$ cat config.mk
export PLATFORM = sky130hd
export DESIGN_NAME = debounce_multi_flat
export DESIGN_NICKNAME = d
export VERILOG_FILES = /design/src/rtl/debounce_multi_if.sv /design/src/rtl/debounce_multi.sv /design/src/flat_wrapper.sv
export SDC_FILE = /design/constraint.sdc
export NUM_CORES = 1
export LEC_CHECK = 0
export CAP_MARGIN = 20
export CORE_UTILIZATION = 52
export CTS_CLUSTER_SIZE = 20
export DETAILED_ROUTE_END_ITERATION = 8
export PLACE_DENSITY = 0.79
export SYNTH_ARGS = -nofsm -noshare
export SYNTH_HDL_FRONTEND = slang
export SYNTH_SLANG_ARGS = --single-unit
$ cat constraint.sdc
create_clock -name clk -period 1.2 [get_ports clk]
set_input_delay 0.24 -clock clk [delete_from_list [all_inputs] [get_ports clk]]
set_output_delay 0.24 -clock clk [all_outputs]
set_load 0.02 [all_outputs]
$ cat src/rtl/debounce_multi_if.sv
// rtl/debounce_multi_if.sv - pin-side bundle for the multi-channel debouncer
//
// Purpose: groups the raw inputs and the debounced outputs of debounce_multi.
// Signals (CHANNELS bits each, bit i = channel i):
//   inp  : raw asynchronous inputs            (master drives)
//   out  : debounced level                    (slave drives)
//   rise : one-cycle strobe, out went 0->1    (slave drives)
//   fall : one-cycle strobe, out went 1->0    (slave drives)
//   long : one-cycle long-press strobe        (slave drives)
interface debounce_multi_if #(
   parameter int CHANNELS = 4
);
   logic [CHANNELS-1:0] inp;
   logic [CHANNELS-1:0] out;
   logic [CHANNELS-1:0] rise;
   logic [CHANNELS-1:0] fall;
   logic [CHANNELS-1:0] long;

   modport master (
      output inp,
      input  out,
      input  rise,
      input  fall,
      input  long
   );

   modport slave (
      input  inp,
      output out,
      output rise,
      output fall,
      output long
   );
endinterface

$ cat src/rtl/debounce_multi.sv
// rtl/debounce_multi.sv - parametrised multi-channel input debouncer with edge strobes
//
// Purpose: per channel, synchronises a noisy asynchronous input, accepts a new
// level only after it has been stable for BOUNCING_TIME cycles, and emits
// registered one-cycle rise/fall strobes in the cycle the new level appears.
// Optional long-press strobe enabled by defining DEBOUNCE_LONGPRESS_EN.
// Ports:
//   clk  : system clock, rising edge
//   rst  : asynchronous active-low reset
//   bus  : debounce_multi_if.slave (inp in; out/rise/fall/long out)
module debounce_multi #(
   parameter int CHANNELS      = 4,
   parameter int BOUNCING_TIME = 10,
   parameter int SYNC_STAGES   = 2,
   parameter int LONG_TIME     = 1000
) (
   input  logic             clk,
   input  logic             rst,
   debounce_multi_if.slave  bus
);

   if (CHANNELS < 1 || BOUNCING_TIME < 1 || SYNC_STAGES < 2 || LONG_TIME < 1) begin : g_bad_param
      $error("debounce_multi: parameter out of range");
   end

   localparam int              CW       = $clog2(BOUNCING_TIME + 1);
   localparam logic [CW-1:0]   CNT_LAST = CW'(BOUNCING_TIME - 1);

   logic [SYNC_STAGES-1:0][CHANNELS-1:0] sync_q, sync_d;
   logic [CHANNELS-1:0][CW-1:0]          cnt_q, cnt_d;
   logic [CHANNELS-1:0]                  out_q, out_d;
   logic [CHANNELS-1:0]                  rise_q, rise_d;
   logic [CHANNELS-1:0]                  fall_q, fall_d;
   logic [CHANNELS-1:0]                  s;

   // Plain flop chain: stage 0 samples the pin, nothing between stages.
   always_comb begin
      sync_d    = sync_q;
      sync_d[0] = bus.inp;
      for (int k = 1; k < SYNC_STAGES; k++) begin
         sync_d[k] = sync_q[k-1];
      end
   end

   assign s = sync_q[SYNC_STAGES-1];

   // The count runs only while the synchronised level disagrees with out;
   // any agreeing cycle restarts it, so only an unbroken window flips out.
   always_comb begin
      cnt_d  = cnt_q;
      out_d  = out_q;
      rise_d = '0;
      fall_d = '0;
      for (int i = 0; i < CHANNELS; i++) begin
         if (s[i] == out_q[i]) begin
            cnt_d[i] = '0;
         end else if (cnt_q[i] == CNT_LAST) begin
            cnt_d[i]  = '0;
            out_d[i]  = s[i];
            rise_d[i] = s[i];
            fall_d[i] = ~s[i];
         end else begin
            cnt_d[i] = cnt_q[i] + CW'(1);
         end
      end
   end

   always_ff @(posedge clk or negedge rst) begin
      if (!rst) begin
         sync_q <= '0;
         cnt_q  <= '0;
         out_q  <= '0;
         rise_q <= '0;
         fall_q <= '0;
      end else begin
         sync_q <= sync_d;
         cnt_q  <= cnt_d;
         out_q  <= out_d;
         rise_q <= rise_d;
         fall_q <= fall_d;
      end
   end

   assign bus.out  = out_q;
   assign bus.rise = rise_q;
   assign bus.fall = fall_q;

`ifdef DEBOUNCE_LONGPRESS_EN
   localparam int            HW       = $clog2(LONG_TIME + 1);
   localparam logic [HW-1:0] HOLD_MAX = HW'(LONG_TIME);
   localparam logic [HW-1:0] HOLD_PRE = HW'(LONG_TIME - 1);

   logic [CHANNELS-1:0][HW-1:0] hold_q, hold_d;
   logic [CHANNELS-1:0]         long_q, long_d;

   // Hold counter saturates, so the strobe fires once per press; a low
   // out clears it and re-arms the next press.
   always_comb begin
      hold_d = '0;
      long_d = '0;
      for (int i = 0; i < CHANNELS; i++) begin
         if (out_q[i]) begin
            if (hold_q[i] != HOLD_MAX) begin
               hold_d[i] = hold_q[i] + HW'(1);
            end else begin
               hold_d[i] = hold_q[i];
            end
            long_d[i] = (hold_q[i] == HOLD_PRE);
         end
      end
   end

   always_ff @(posedge clk or negedge rst) begin
      if (!rst) begin
         hold_q <= '0;
         long_q <= '0;
      end else begin
         hold_q <= hold_d;
         long_q <= long_d;
      end
   end

   assign bus.long = long_q;
`else
   assign bus.long = '0;
`endif

endmodule

$ cat src/flat_wrapper.sv
// flat-port wrapper written by rule: the top's interface ports become plain ports
module debounce_multi_flat 
#(
   parameter int CHANNELS      = 4,
   parameter int BOUNCING_TIME = 10,
   parameter int SYNC_STAGES   = 2,
   parameter int LONG_TIME     = 1000
)
  (clk, rst, bus_inp, bus_out, bus_rise, bus_fall, bus_long);
  debounce_multi_if #(.CHANNELS(CHANNELS)) bus_i ();
  input  logic clk;
  input  logic rst;
  input wire logic [$bits(bus_i.inp)-1:0] bus_inp;
  output wire logic [$bits(bus_i.out)-1:0] bus_out;
  output wire logic [$bits(bus_i.rise)-1:0] bus_rise;
  output wire logic [$bits(bus_i.fall)-1:0] bus_fall;
  output wire logic [$bits(bus_i.long)-1:0] bus_long;
  assign bus_i.inp = bus_inp;
  assign bus_out = bus_i.out;
  assign bus_rise = bus_i.rise;
  assign bus_fall = bus_i.fall;
  assign bus_long = bus_i.long;
  debounce_multi #(.CHANNELS(CHANNELS), .BOUNCING_TIME(BOUNCING_TIME), .SYNC_STAGES(SYNC_STAGES), .LONG_TIME(LONG_TIME)) u_core (.clk(clk), .rst(rst), .bus(bus_i));
endmodule
* Yosys cells after proc, flatten, opt, wreduce, memory -nomap -nowiden
Index checks and enable logic that the tools add are counted.
Word-level totals: bits in registers 36, input port bits 6, output and inout port bits 16, word-level logic and storage cells 60
Cells by class: add/subtract/negate cells 4, equality and inequality tests 8, multiplexer cells 24, bitwise logic cells 8, reductions and logical operators 4
Operators by type and width (number):
- 4-bit 2-to-1 mux | 8
- 4-bit by 1-bit adder with 4-bit output, second input constant | 4
- 4-bit == test, second input constant | 4
- 1-bit 2-to-1 mux | 16
- 1-bit NOT | 8
- 2-bit AND reduction | 4
- 1-bit == test | 4

* Depth between registers and ports, before layout
depth in word-level cells 3, gate-level depth with buffers 5, gate-level depth less buffers 5

* Least setup slack after synthesis
OpenSTA, ideal clock, no wires.
path kind register to register, start point register u_core.cnt_q[8] (netlist name), end point register u_core.out_q[2], in the netlist u_core.bus.out[2], library setup time 0.125 ns, arrival 0.998 ns, required time 1.075 ns, slack 0.077 ns, stages on the path, launching flop included 4, buffers on the path 0, period minus slack after synthesis 1.123 ns, cell sequence dfrtp_1 -> ha_1 -> nand3b_4 -> mux2_4
Between the ends: word-level cells in the longest chain between the ends 2
RTL lines:
- from (decl) | RTL line debounce_multi.sv:30 | logic [CHANNELS-1:0][CW-1:0] cnt_q, cnt_d;
- from (signal assigned) | RTL line debounce_multi.sv:77 | cnt_q <= cnt_d;
- 4-bit == test | RTL line debounce_multi.sv:57 | end else if (cnt_q[i] == CNT_LAST) begin
- 2-bit AND reduction (no source line)
- to (signal assigned) | RTL line debounce_multi.sv:78 | out_q <= out_d;
- to (decl) | RTL line debounce_multi.sv:31 | logic [CHANNELS-1:0] out_q, out_d;
No other way between the ends. A chain may end at the register's enable or synchronous reset.

* Final worst setup path
start point register u_core.cnt_q[13] (netlist name), end point register u_core.out_q[3], in the netlist u_core.bus.out[3]
The elaborated chain is that of the path after synthesis.

==> impl_metrics.csv <==
group,metric,value,unit
status,status,"finished, final reports clean",
cells_and_area,nFillCells,162,
cells_and_area,final_core_util,71.9,%
route,drt_first_pass_iters,3,
setup_path,worst-path-buf-inv,1,
power_and_ir_drop,peakVddDrop,1.39,mV
synth,syn-cell-area,1450,µm²
synth,synth_edf_count,0,
floorplan,die_x,54.8,µm
timing,fin_ws,0.0359,ns
synth,synthTopCellsByCount,"36 x dfrtp_1, 16 x nor2_1, 8 x ha_1, 8 x nor3b_1, 8 x xor2_1",
setup_path,end_kind,"register",
route,ant_nets,0,
clocking,ctsHtreeMaxLevel,2,
timing,fmax,0.859,GHz
synth,synth_top_cell_area_share,62.1,%
global_route,grt_start_max_net_pins,37,
timing,clock_skew,0.00747,ns
global_route,grt_pass1_vias,833,
clocking,clkTransAtPathRegs,0.11,ns
cells_and_area,diodes,0,
route,wl_per_cell,12.7,µm
setup_path,critPathLaunchType,"register",
route,route.detailed.drc,0,
setup_path,crit_required,1.42,ns
synth,synth_seq_cells,36,
placement,port_buffers,17,
synth,synth_warnings,0,
route,drtIter0Drc,5,
job,max_cap_violations,0,
cells_and_area,layout-drive-gt1-share,30.2,%
power_and_ir_drop,finalPower,3.09,mW
synth,synthArstFlopShare,100,%
cells_and_area,synthToLayoutAreaGrowth,26.2,%
clocking,numCtsBuffers,5,
timing,setup_violations,0,
synth,ys_seq_area_share,62.1,%
timing,period_needed,1.16,ns
clocking,clock_path_buffers,2,
synth,synth_area_per_cell,13.8,µm²
timing,hold_violations,0,
route,num_vias,812,
power_and_ir_drop,powerDensity,1690,nW/µm²
synth,ys_dominant_reg_cell,"dfrtp_1",
setup_path,criticalPathCategory,"reg -> reg",
cells_and_area,design_area,1830,µm²
global_route,grt_pass1_wl,3.66,mm
synth,synth_most_common_cell,"dfrtp_1",
cells_and_area,fin_nets,152,
timing,slew_violations,0,
setup_path,crit_chain,"inv_1 > ha_2 > nand3b_4 > mux2_4",
floorplan,rows,18,
global_route,grt-ovfl-total,0,
setup_path,slowest_delay,0.40,ns
setup_path,slowest_stage,"dfrtp_1",
synth,yosys-top-cells-area,"dfrtp_1 62%, ha_1 6.9%, nand3b_4 5.5%, xor2_1 4.8%, mux2_4 4.1%",
timing,rsz0062_at_grt,"no",
timing,period_share,97.0,%
hold_path,hp-class,"in -> async",
placement,hpwlAfterDp,1.45,mm
clocking,clock-root-buffer,"clkbuf_4",
setup_path,cp_max_fo,4,
floorplan,initial_utilization,57.0,%
route,via_per_inst,4.80,
setup_path,arrival,1.39,ns
clocking,cts_tree,"yes",
placement,pre_cts_slack,-0.0599,ns
floorplan,die-area,3000,µm²
synth,ys_types,13,
global_route,antenna_found_initial,0,
placement,dpl_cell_area,1710,µm²
clocking,clock_latency,0.33,ns
clocking,cts_sinks,36,
power_and_ir_drop,p_leak,1.03,nW
global_route,track_usage,19.2,%
synth,postSynthCellCount,105,
clocking,hold_buffers,0,
placement,routabilityCongestion,0.671,
route,wl,2.15,mm
floorplan,core_area,2540,µm²
floorplan,die_h,54.8,µm
floorplan,pin_count,22,
timing,finalSetupTns,0,ns
setup_path,crit_family,"flip-flops",
synth,synth_area_leader_cell,"dfrtp_1",
[metrics by stage]
step / std cells / hold WS [ns]
5_1_grt: 169 / 0.244
2_1_floorplan: 108 / -0.0556
6_report: 169 / 0.263
3_3_place_gp: 159 / 0.333
3_5_place_dp: 159 / 0.335
4_1_cts: 169 / 0.247
[power by group]
part	internal [mW]	switching, mW	total, mW
Clock	0.858	0.393	1.25
Combinational	0.232	0.214	0.446
Sequential	1.31	0.0824	1.40
[routing by layer]
metal / global-route usage (%) / up-vias / routed length [µm]
li1: - / 399 / -
met1: 22.4 / 389 / 898
met2: 28.7 / 19 / 1080
met3: 8.61 / 5 / 121
met4: 11.5 / 0 / 50
met5: 0 / - / 0
[flip-flops by register name, indices dropped and copies added (netlist names)]
signal           flops
u_core.s             4
u_core.bus.fall      4
u_core.cnt_q        16
u_core.bus.rise      4
u_core.sync_d        4
u_core.bus.out       4
[timing repair]
action                     CTS  global route
setup buffers                2             0
resized for setup           48             8
setup endpoints to repair   13             5
[area by class of cell]
| class | count | area (µm²) | share of cell area (%) |
|---|---|---|---|
| Clock inverter | 3 | 90.1 | 4.92 |
| Multi-Input combinational cell | 64 | 546 | 29.8 |
| Clock buffer | 5 | 37.5 | 2.05 |
| Tap cell | 30 | 37.5 | 2.05 |
| Inverter | 4 | 15.0 | 0.820 |
| Sequential cell | 36 | 901 | 49.2 |
| Timing Repair Buffer | 27 | 204 | 11.1 |
[kinds of logic (layout without fill, tap and decap cells)]
family / count (synthesis) / count (layout) / share of synthesized area (%)
simple gates: 36 / 36 / 16.2
mux: 4 / 4 / 4.14
xor+xnor: 12 / 12 / 7.25
flops: 36 / 36 / 62.1
other cells: 1 / 4 / 0.259
buf+inv: 8 / 39 / 3.11
fa+ha+maj: 8 / 8 / 6.90
[path summary, 6_finish.rpt]
path                                      endpoint  depth (start not counted)  slack, ns             start
worst max-delay path             u_core.bus.out[3]                          4       0.04  u_core.cnt_q[13]
worst min-delay path            u_core.bus.rise[1]                          2       0.26               rst
worst max register to register   u_core.bus.out[3]                          4       0.04  u_core.cnt_q[13]
worst min register to register         u_core.s[2]                          0       0.36  u_core.sync_d[6]
max in group asynchronous        u_core.bus.out[3]                          2       0.76               rst
min in group clk                  u_core.sync_d[6]                          1       0.33        bus_inp[2]
[cell usage in the layout, fill, tap and decap left out]
| master | n |
|---|---|
| dfrtp_1 | 36 |
| nor2_1 | 16 |
| buf_2 | 11 |
| buf_4 | 9 |
| xor2_1 | 8 |
| nor3b_1 | 8 |
| clkbuf_4 | 5 |
| clkdlybuf4s50_1 | 5 |
| nand3b_4 | 4 |
| nand2_1 | 4 |
| xnor2_1 | 4 |
| inv_1 | 4 |
| nand3_1 | 4 |
| mux2_4 | 4 |
| ha_1 | 4 |
| conb_1 | 4 |
| bufinv_16 | 3 |
| ha_2 | 2 |
| ha_4 | 2 |
| buf_6 | 1 |
| buf_12 | 1 |
(Power assumes the default switching activity.)
